===== src/rtl/tree_pkg.sv =====
// Shared definitions for the AND reduction tree and its feeders.
// Provides the tree input width and elaboration-time width helpers.
package tree_pkg;

    localparam int TREE_WIDTH = 8;

    function automatic int clog2(input int value);
        int r;
        r = 0;
        while ((1 << r) < value) begin
            r++;
        end
        return r;
    endfunction

    // Tree widths must be powers of two so every level halves cleanly.
    function automatic bit width_ok(input int w);
        return (w >= 2) && ((w & (w - 1)) == 0);
    endfunction

    localparam bit TREE_WIDTH_OK = width_ok(TREE_WIDTH);

endpackage


===== src/rtl/tree_hold_reg.sv =====
// Valid/ready hold register: keeps a loaded word stable until it is consumed.
// A load on the consuming edge wins, so back-to-back words need no bubble.
module tree_hold_reg
    import tree_pkg::*;
#(
    parameter int WIDTH = TREE_WIDTH
) (
    input  logic             clk,
    input  logic             rst,
    input  logic             load,
    input  logic [WIDTH-1:0] load_data,
    input  logic             out_ready,
    output logic             out_valid,
    output logic [WIDTH-1:0] out_data
);

    always_ff @(posedge clk) begin
        if (rst) begin
            out_valid <= 1'b0;
            out_data  <= '0;
        end else if (load) begin
            out_valid <= 1'b1;
            out_data  <= load_data;
        end else if (out_valid && out_ready) begin
            out_valid <= 1'b0;
        end
    end

endmodule


===== src/rtl/tree_in_bit_deserializer.sv =====
// Serial-to-parallel feeder for the AND reduction tree: LSB-first bits are
// assembled into a word while the previous word waits in the hold register.
module tree_in_bit_deserializer
    import tree_pkg::*;
#(
    parameter int WIDTH = TREE_WIDTH,
    localparam int CW = clog2(WIDTH)
) (
    input  logic             clk,
    input  logic             rst,
    input  logic             bit_valid,
    output logic             bit_ready,
    input  logic             bit_in,
    input  logic             abort,
    output logic             word_valid,
    input  logic             word_ready,
    output logic [WIDTH-1:0] word_out,
    output logic [CW-1:0]    fill
);

    localparam logic [CW-1:0] LAST = CW'(WIDTH - 1);

    if (!width_ok(WIDTH) || !TREE_WIDTH_OK) begin : g_width_check
        $error("tree_in_bit_deserializer: WIDTH must be a power of 2 and >= 2");
    end

    logic [CW-1:0]    cnt;
    logic [WIDTH-2:0] sr;
    logic             bit_accept;
    logic             word_load;

    // The last bit may only land when the hold register is free or being freed.
    assign bit_ready  = !rst && !abort && ((cnt != LAST) || !word_valid || word_ready);
    assign bit_accept = bit_valid && bit_ready;
    assign word_load  = bit_accept && (cnt == LAST);
    assign fill       = cnt;

    always_ff @(posedge clk) begin
        if (rst || abort) begin
            cnt <= '0;
            sr  <= '0;
        end else if (word_load) begin
            cnt <= '0;
            sr  <= '0;
        end else if (bit_accept) begin
            for (int i = 0; i < WIDTH - 1; i++) begin
                if (cnt == CW'(i)) begin
                    sr[i] <= bit_in;
                end
            end
            cnt <= cnt + 1'b1;
        end
    end

    tree_hold_reg #(
        .WIDTH(WIDTH)
    ) u_hold (
        .clk      (clk),
        .rst      (rst),
        .load     (word_load),
        .load_data({bit_in, sr}),
        .out_ready(word_ready),
        .out_valid(word_valid),
        .out_data (word_out)
    );

endmodule


===== config.mk =====
export PLATFORM = sky130hd
export DESIGN_NAME = tree_in_bit_deserializer
export DESIGN_NICKNAME = d
export VERILOG_FILES = /design/src/rtl/tree_pkg.sv /design/src/rtl/tree_hold_reg.sv /design/src/rtl/tree_in_bit_deserializer.sv
export SDC_FILE = /design/constraint.sdc
export NUM_CORES = 1
export LEC_CHECK = 0
export ABC_AREA = 1
export CORE_UTILIZATION = 30
export CTS_CLUSTER_SIZE = 20
export DETAILED_ROUTE_END_ITERATION = 10
export DONT_BUFFER_PORTS = 1
export SLEW_MARGIN = 20
export SYNTH_ARGS = -nofsm -noshare
export SYNTH_HDL_FRONTEND = slang
export SYNTH_HIERARCHICAL = 1
export SYNTH_SLANG_ARGS = --single-unit

===== constraint.sdc =====
create_clock -name clk -period 3 [get_ports clk]
set_input_delay 0.6 -clock clk [delete_from_list [all_inputs] [get_ports clk]]
set_output_delay 0.6 -clock clk [all_outputs]
set_load 0.01 [all_outputs]

* Word level (Yosys, flattened, before mapping) *
Cells that the tools add are included.
W data, S select, Z words.

storage, ports and cells
  register bits = 19
  input bits = 6

cells by class
  add/sub/neg operators = 1
  equal/unequal tests = 8
  multiplexer cells = 2
  reduce and logical (&&, ||, !) cells = 21

operator list
  operator               number
  $reduce_and A2 Y1      7
  $eq A3 B3 Y1 const B   4
  $eq A3 B2 Y1 const B   2
  $logic_and A1 B1 Y1    5
  $add A3 B1 Y3 const B  1
  $eq A3 B1 Y1 const B   1
  $logic_not A1 Y1       3
  $logic_not A3 Y1       1
  $logic_or A1 B1 Y1     3
  $ne A3 B3 Y1 const B   1
  $mux W1                2
  $reduce_bool A2 Y1     1
  $reduce_or A2 Y1       1

* Depth between registers and ports, before layout *
Gate-level depths: netlist of the first run.

  depth after elaboration = 7
  depth in mapped cells = 10
  gate-level depth less buffers = 10

* Modules after synthesis *
The synthesis of the first run kept the hierarchy.

by module, submodules not included
  module                    instances  cells an instance  area an instance (µm²)
  tree_in_bit_deserializer  1          98                 656.9
  tree_hold_reg             1          38                 304.0

* Least setup slack after synthesis of the first run *
OpenSTA, ideal clock, no wires.

  path kind = flip-flop to output port
  start point = register cnt[0] (netlist: fill[0])
  end point = output port bit_ready
  data arrival time = 1.157 ns
  data required time = 2.400 ns
  path slack = 1.243 ns
  cell stages (with the launch flop) = 6
  cell sequence = dfxtp_1 ha_1 ha_1 nand2_1 nor2_1 nor2_2

on the way
  longest elaborated chain between the ends = 4

ends and longest elaborated chain
  item                             RTL line                        source
  start, declared                  tree_in_bit_deserializer.sv:27  logic [CW-1:0] cnt;
  start signal, assigned           tree_in_bit_deserializer.sv:51  cnt <= cnt + 1'b1;
  $ne A3 B3 Y1                     tree_in_bit_deserializer.sv:33  assign bit_ready = !rst && !abort && ((cnt != LAST) || !word_valid || word_ready);
  $logic_or A1 B1 Y1 (2 in a row)  tree_in_bit_deserializer.sv:33
  $logic_and A1 B1 Y1              tree_in_bit_deserializer.sv:33
  end, declared                    tree_in_bit_deserializer.sv:12  output logic bit_ready,

Every way passes these cells.

* Final worst setup path of the first run *
Ends and elaborated chain as after synthesis.

==> impl_results.md, run 1 <==
* Commonest non-fill, non-tap cell in the layout: nor2_1
* Worst VDD drop at 0.161 mV
* Status: complete, no violations
* Drt pass-1 iters at 4
* Post-CTS Setup Bufs at 0
* Initial core utilization at 31.5%
* Yosys top cell area share at 39.6%
* HP Start: rst
* Post-CTS resize count at 0
* Clk_skew at 0.00258 ns
* Top area cells in the synthesized netlist: dfxtp_1, nor2_1, inv_1, nand2_1, ha_1
* Fin crit share at 74.1%
* Total Die Area at 3430 um^2
* Required @ worst endpoint at between 2 and 2.5 ns
* IO Port Bufs at 0
* WHS Endpoint: u_hold/out_valid$_SDFFE_PP0P_
* Most frequent CP cell: ha_1
* DR vias/cell at approximately 4.3
* Fin. Hold Viols at 0
* RePlAce Congestion at roughly 0.76
* Initial antenna violation count at 0
* Setup WS post-layout at 0.777 ns
* Setup WS pre-CTS at 0.928 ns
* Antenna Nets Post-Route at 0
* Multi-input logic area at 477 um^2
* # nets final at 151
* CTS clk-pin slew, worst paths at 0.11 ns
* R2R cell count at 10
* CTS tree: yes
* Post-synthesis cell type count at 20
* Num ports at 19
* DRC errors left at 0
* Routed via count at 783
* Die height at 58.6 um
* Synthesized Nets at 148
* Finished Core Util at about 34%
* First-pass GRT wire length at 3370 um
* Fillers at ~340
* Cell taking the most area after synthesis: dfxtp_1
* H-Tree Depth at 1
* Commonest non-fill, non-tap cells in the layout: nor2_1, inv_1, nand2_1
* Worst path max stage delay at 0.40 ns
* Syn Inst Count at 136
* Ant diodes at 0
* Setup violations, final at 0
* Layout Area Growth over Synthesis at 7.55%
* Register area at 380 um^2
* Final Slew Violations at 0
* Worst EP arrival at 1.62 ns
* #FFs+latches synth at 19
* Worst flop-to-flop path endpoint: u_hold/out_data[0]$_SDFFE_PP0P_
* Largest delay share family, worst path: adder cells
* Post-Syn Area per Cell at 7.07 um^2
* Setup TNS at 0 ns
* Clock root buffer: clkbuf_4
* Max-cap violations at 0
* # clock sinks at 19
* Clock Latency Late Sink at 0.30 ns
* Synth warnings at 6
* DR WL/cell at 10.5 um
* Chip width at around 60 um
* Worst setup EP type: output pin
* Buf/Inv on CP at 0
* Post-DP HPWL at 1490 um
* Slew of the pin with the lowest slew margin at 0.365 ns
* Core ar. at 3050 um^2
* Minimum clock period at 2.22 ns
* Cell area after synthesis at 961 um^2
* Leak Pwr at 0.492 nW
* Starting DRT DRC Count at 19
* R2R Setup Slk at approximately 0.94 ns
* Worst Hold Class: in -> reg
* Cts hold-fix bufs at 0
* Hold Crit Depth at 1
* Slowest-stage cell, CP: dfxtp_1
* Kind of critical path: reg -> out
* RSZ-0062 raised after global routing: no
* Maximum clock frequency at 450 MHz
* Post-Route WL at 1910 um
* Share of post-route cells with drive strength above 1 at ~8%
* Clk buf depth at 2
* Slew headroom at between 70% and 80%
* Num CTS Buffers at 3
* CP cell instances: ha_1 > ha_1 > nand2_1 > nor2_1 > nor2_2
* Vias in the first global route at 760
* Row cnt at 20
* Grt ovf at 0
* Worst R2R Start: fill[0]$_SDFFE_PP0P_
* Largest net degree at the start of global routing at 14
* Critical path peak fanout at 5
* GR Util All Layers at around an eighth
* Cell Pwr Density at between 300 and 400 nW/um^2
* Register area share after synthesis at 39.6%
* Worst setup SP type: register
per-layer routing:
layer	share of wire [%]	track usage [%]
met5	0	0
met4	0.89	2.04
met3	6.0	5.49
met2	46	20.4
met1	47	15.6
kinds of logic after synthesis:
logic type / after synthesis / share of synthesized area (%)
AOI/OAI and AO/OA: 13 / 8.20
buffers and inverters: 27 / 10.8
DFF: 19 / 39.6
xor gates and xnor gates: 1 / 0.912
adders and majority gates: 6 / 7.81
and+or+nand+nor: 70 / 32.7
synthesized netlist by cell type (all sizes together):
| library cell | count |
|---|---|
| nand3 | 4 |
| a21oi | 3 |
| inv | 24 |
| nand4 | 8 |
| o21ai | 8 |
| buf | 2 |
| xor2 | 1 |
| clkinv | 1 |
| nand2 | 21 |
| dfxtp | 19 |
| o21bai | 1 |
| ha | 6 |
| nand3b | 1 |
| nor2 | 36 |
| a31oi | 1 |
final cells by class:
cell class	count	share of cell area (%)
Tap cell	44	5.33
Multi-Input combinational cell	90	46.1
Inverter	25	9.08
Clock inverter	1	0.484
Clock buffer	3	2.18
Sequential cell	19	36.8
how the worst max path moves through the flow:
| stage | startpoint | end | depth (start not counted) |
|---|---|---|---|
| finish | fill[0]$_SDFFE_PP0P_ | bit_ready | 5 |
| global route | fill[0]$_SDFFE_PP0P_ | bit_ready | 5 |
| CTS | fill[0]$_SDFFE_PP0P_ | bit_ready | 5 |
| detailed placement | fill[0]$_SDFFE_PP0P_ | u_hold/out_data[0]$_SDFFE_PP0P_ | 10 |
| global placement | fill[0]$_SDFFE_PP0P_ | u_hold/out_data[6]$_SDFFE_PP0P_ | 10 |
| floorplan | fill[0]$_SDFFE_PP0P_ | bit_ready | 5 |
state kept, by name, summed over array words and instances (netlist names):
register / cells
u_hold/out_data: 8
sr: 7
fill: 3
u_hold/out_valid: 1
metrics by stage:
| step | hold slack (ns) | std cells | power, mW | instance area, um^2 |
|---|---|---|---|---|
| 2_1_floorplan | 0.455 | 136 | 0.274 | 961 |
| 3_3_place_gp | 0.480 | 178 | 0.275 | 1010 |
| 3_5_place_dp | 0.474 | 178 | 0.275 | 1010 |
| 4_1_cts | 0.335 | 182 | 0.409 | 1030 |
| 5_1_grt | 0.311 | 182 | 0.423 | 1030 |
| 6_report | 0.344 | 182 | 0.402 | 1030 |
report_power, final:
group          leakage [nW]  internal, mW  switching [mW]
registers             0.153         0.253        0.000908
logic                 0.321       0.00499          0.0107
clock network        0.0177        0.0498          0.0824
No activity file was read; power rests on OpenSTA's default activity.
==> run 2: changes to the inputs <==
Clock period 3 ns to 1.78 ns, I/O delays scaled along.
==> impl_results.md, run 2 (synthesized netlist as in run 1, its figures left out) <==
* RePlAce Congestion at 0.744 (-1.7%)
* Largest net degree at the start of global routing at 14 (unchanged)
* Setup violations, final at 0 (unchanged)
* Slowest-stage cell, CP: dfxtp_2
* Antenna Nets Post-Route at 0 (unchanged)
* Largest delay share family, worst path: flip-flops
* Layout Area Growth over Synthesis at 15.5%
* Num CTS Buffers at 3 (unchanged)
* Commonest non-fill, non-tap cells in the layout: nor2_1, inv_1, nand2_1
* Die height at 58.6 um (unchanged)
* Share of post-route cells with drive strength above 1 at 14.6% (+6.6 points)
* Cts hold-fix bufs at 0 (unchanged)
* RSZ-0062 raised after global routing: no
* Post-DP HPWL at 1460 um (-2.3%)
* Setup WS post-layout at 0.113 ns (-0.664 ns)
* Most frequent CP cell: ha_4
* Num ports at 19 (unchanged)
* Final Slew Violations at 0 (unchanged)
* Multi-input logic area at 502 um^2 (+5.2%)
* Register area at 383 um^2 (+0.66%)
* Clock root buffer: clkbuf_4
* Routed via count at 807 (+3.1%)
* Grt ovf at 0 (unchanged)
* Initial core utilization at 31.5% (unchanged)
* Most flops, register: u_hold/out_data
* Worst VDD drop at 0.188 mV (+17%)
* # nets final at 157 (+4.0%)
* Worst setup SP type: register
* Initial antenna violation count at 0 (unchanged)
* Worst Hold Class: in -> reg
* Clk_skew at 0.00233 ns (-0.000251 ns)
* Minimum clock period at 1.67 ns
* Hold slack at 0.103 ns (-0.241 ns)
* Cells after DPL at 183 (+2.8%)
* Critical path peak fanout at 4 (-1)
* Fillers at 335 (-1.2%)
* Setup TNS at 0 ns (unchanged)
* Worst setup EP type: output pin
* Vias in the first global route at 758 (-0.26%)
* Max-cap violations at 0 (unchanged)
* Fin. Hold Viols at 0 (unchanged)
* CTS clk-pin slew, worst paths at 0.11 ns (about the same)
* Commonest non-fill, non-tap cell in the layout: nor2_1
* Cell Pwr Density at 613 nW/um^2 (+58%)
* Starting DRT DRC Count at 35 (+16)
* Maximum clock frequency at 600 MHz
* CP cell instances: ha_4 > ha_4 > nand2_1 > nor2_1 > nor2_2 > buf_6
* Post-Route WL at 1870 um (-1.8%)
* H-Tree Depth at 1 (unchanged)
* Total power at 0.680 mW (+69%)
* First-pass GRT wire length at 3370 um (-0.21%)
* Fin crit share at 93.7%
* Worst path max stage delay at 0.35 ns (-0.05 ns)
* Ant diodes at 0 (unchanged)
* Chip width at 58.6 um (unchanged)
* Drt pass-1 iters at 4 (unchanged)
* DR vias/cell at 4.29 (-0.22%)
* Slew of the pin with the lowest slew margin at 0.365 ns (-0.000102 ns)
* # clock sinks at 19 (unchanged)
* Required @ worst endpoint at 1.42 ns (-0.98 ns)
* DR WL/cell at 9.96 um (-4.9%)
* Slew headroom at 75.6% (about the same)
* Status: complete, no violations
* Final Non-Filler Cells at 188 (+3.3%)
* Buf/Inv on CP at 1 (+1)
* GR Util All Layers at 12.7% (+0.14 points)
* Row cnt at 20 (unchanged)
* Clk buf depth at 2 (unchanged)
* Kind of critical path: reg -> out
* IO Port Bufs at 0 (unchanged)
* Total Die Area at 3430 um^2 (unchanged)
* CTS tree: yes
* DRC errors left at 0 (unchanged)
* Worst EP arrival at 1.31 ns (-0.31 ns)
* Core ar. at 3050 um^2 (unchanged)
* Leak Pwr at 0.519 nW (+5.6%)
* Clock Latency Late Sink at 0.30 ns (about the same)
* Max reg flops at 8 (unchanged)
* Setup WS pre-CTS at 0.138 ns (-0.790 ns)
run 2: changes by cell type in the layout (fill, tap and decap cells not counted), sizes merged:
cell  change
buf       +6
run 2: what timing repair did:
action | in CTS | in global routing
resized for setup | 0 | 7
endpoints found under the setup margin | 0 | 9
buffers inserted | 0 | 1
run 2: stage by stage:
stage / util [%] / area, um^2
after global routing: 36.4 / 1110
after CTS: 35.1 / 1070
after global placement: 34.2 / 1040
final: 36.4 / 1110
after detailed placement: 34.2 / 1040
after floorplan: - / 961
run 2: power by group:
part,internal [mW],switching [mW],leakage (nW)
clock,0.0837,0.138,0.0177
sequential,0.426,0.000857,0.154
combinational,0.0118,0.0196,0.347
total,0.522,0.158,0.519
run 2: routing by layer:
layer | global-route usage [%] | vias to the layer above | share of wire, %
met5 | 0 | - | 0
met3 | 4.18 | 4 | 4.3
met2 | 20.9 | 15 | 44
li1 | - | 440 | -
met4 | 4.08 | 0 | 1.2
met1 | 15.6 | 348 | 51
run 2: worst paths after layout:
check | from | endpoint | slack (ns) | cells after the start
max | fill[0]$_SDFFE_PP0P_ | bit_ready | 0.11 | 6
min | rst | u_hold/out_valid$_SDFFE_PP0P_ | 0.10 | 1
max reg2reg | fill[0]$_SDFFE_PP0P_ | u_hold/out_data[1]$_SDFFE_PP0P_ | 0.21 | 10
min reg2reg | sr[0]$_SDFFE_PP0P_ | u_hold/out_data[0]$_SDFFE_PP0P_ | 0.50 | 2
run 2: area by class of cell:
type,count,area share (%)
clock buffer,3,2.03
clock inverter,1,0.451
inverter,25,8.46
multi-input combinational,90,45.2
sequential,19,34.5
tap,44,4.96
timing repair buffer,6,4.40
==> run 3: changes to the inputs <==
Settings changed: CORE_ASPECT_RATIO set to 0.75, MAX_ROUTING_LAYER set to met4, SKIP_CTS_REPAIR_TIMING set to 1.
==> impl_results.md, run 3 (synthesized netlist as in run 1, its figures left out) <==
* Vias in the first global route at 784 (+3.4%)
* Fillers at 318 (-5.1%)
* IO Port Bufs at 0 (unchanged)
* Post-DP HPWL at 1630 um (+12%)
* Leak Pwr at 0.524 nW (+1.0%)
* Grt ovf at 0 (unchanged)
* DR WL/cell at 11.6 um (+16%)
* CTS tree: yes
* RePlAce Congestion at 0.718 (-3.5%)
* DRC errors left at 0 (unchanged)
* Layout Area Growth over Synthesis at 14.5%
* Placed Area at 1040 um^2 (-0.72%)
* Ant diodes at 0 (unchanged)
* Cell Pwr Density at 696 nW/um^2 (+14%)
* Core ar. at 3000 um^2 (-1.8%)
* Buf/Inv on CP at 1 (unchanged)
* Cells after DPL at 177 (-3.3%)
* H-Tree Depth at 1 (unchanged)
* Num ports at 19 (unchanged)
* CP cell instances: ha_2 > ha_1 > nand2_1 > nor2_2 > nor2_2 > buf_6
* Status: complete, no violations
* Setup violations, final at 0 (unchanged)
* GR Util All Layers at 14.2% (+1.5 points)
* Slew of the pin with the lowest slew margin at 0.290 ns (-0.0746 ns)
* Initial core utilization at 32.0% (+0.56 points)
* Antenna Nets Post-Route at 0 (unchanged)
* Worst Hold Class: in -> reg
* First-pass GRT wire length at 3530 um (+4.9%)
* Initial antenna violation count at 0 (unchanged)
* DR vias/cell at 4.61 (+7.5%)
* Hold slack at 0.149 ns (+0.0464 ns)
* # nets final at 156 (-0.64%)
* Post-Route WL at 2100 um (+12%)
* Most flops, register: u_hold/out_data
* Clock root buffer: clkbuf_8
* Minimum clock period at 1.68 ns (+0.00798 ns)
* Most frequent CP cell: nor2_2
* Clk_skew at 0.00139 ns (-0.000943 ns)
* Num CTS Buffers at 3 (unchanged)
* Final instance area at 1100 um^2 (-0.90%)
* Required @ worst endpoint at 1.42 ns (about the same)
* Worst VDD drop at 0.257 mV (+37%)
* Share of post-route cells with drive strength above 1 at 12.6% (-2.0 points)
* Routed via count at 835 (+3.5%)
* Chip width at 67.4 um (+15%)
* Commonest non-fill, non-tap cells in the layout: nor2_1, inv_1, nand2_1
* Drt pass-1 iters at 4 (unchanged)
* Worst path max stage delay at 0.32 ns (-0.03 ns)
* CTS clk-pin slew, worst paths at 0.07 ns (-0.04 ns)
* Slowest-stage cell, CP: dfxtp_1
* Setup TNS at 0 ns (unchanged)
* Final Slew Violations at 0 (unchanged)
* Final Non-Filler Cells at 181 (-3.7%)
* Total Die Area at 3440 um^2 (about the same)
* Clock Latency Late Sink at 0.26 ns (-0.04 ns)
* Clk buf depth at 2 (unchanged)
* Slew headroom at 80.6% (+5.0 points)
* Max reg flops at 8 (unchanged)
* Maximum clock frequency at 597 MHz (-0.48%)
* Commonest non-fill, non-tap cell in the layout: nor2_1
* Die height at 51.0 um (-13%)
* Critical path peak fanout at 4 (unchanged)
* Register area at 380 um^2 (-0.65%)
* # clock sinks at 19 (unchanged)
* RSZ-0062 raised after global routing: no
* Largest net degree at the start of global routing at 14 (unchanged)
* Fin crit share at 94.1% (+0.45 points)
* Max-cap violations at 0 (unchanged)
* Multi-input logic area at 490 um^2 (-2.2%)
* Worst setup SP type: register
* Kind of critical path: reg -> out
* Starting DRT DRC Count at 23 (-34%)
* Largest delay share family, worst path: adder cells
* Fin. Hold Viols at 0 (unchanged)
* Row cnt at 17 (-15%)
* Worst EP arrival at 1.32 ns (about the same)
* Worst setup EP type: output pin
[run 3: changes by cell type in the layout (fill, tap and decap cells not counted), sizes merged]
cell | previous run | this run
buf | 6 | 5
[run 3: final timing paths]
path | from | endpoint | slack, ns | depth (start not counted)
setup reg to reg | fill[0]$_SDFFE_PP0P_ | fill[0]$_SDFFE_PP0P_ | 0.18 | 7
hold reg to reg | sr[0]$_SDFFE_PP0P_ | u_hold/out_data[0]$_SDFFE_PP0P_ | 0.50 | 2
setup / recovery | fill[0]$_SDFFE_PP0P_ | bit_ready | 0.10 | 6
hold / removal | rst | u_hold/out_valid$_SDFFE_PP0P_ | 0.15 | 1
[run 3: through the flow]
step                power, mW  setup slack (ns)  util [%]
global placement        0.466             0.197      34.5
floorplan               0.462            0.0291         -
finish                  0.765             0.105      36.7
CTS                     0.767            0.0751      36.1
detailed placement      0.467             0.173      34.5
global route            0.795           0.00172      36.7
[run 3: report_power, final]
group / switching (mW) / internal (mW)
Clock: 0.150 / 0.156
Sequential: 0.000609 / 0.426
Combinational: 0.0209 / 0.0119
Total: 0.171 / 0.594
[run 3: metal layers]
metal	up-vias	share of wire, %	global-route usage (%)
li1	439	-	-
met1	380	47	17.7
met2	11	48	22.3
met3	5	3.9	3.79
met4	0	1.1	4.26
met5	-	0	-
[run 3: final cells by class]
class	count	area share [%]
inverter	25	8.53
multi-input combinational	90	44.6
clock buffer	3	3.75
clock inverter	1	0.455
sequential	19	34.6
timing repair buffer	5	3.75
tap	38	4.32
[run 3: worst reg2reg max path, stage by stage (launching register included)]
cell and delay (ns):
dfxtp_1 0.32, ha_2 0.19, ha_1 0.19, buf_4 0.16
nand3_4 0.14, nand3_1 0.17, o21bai_1 0.25, nor2_1 0.07
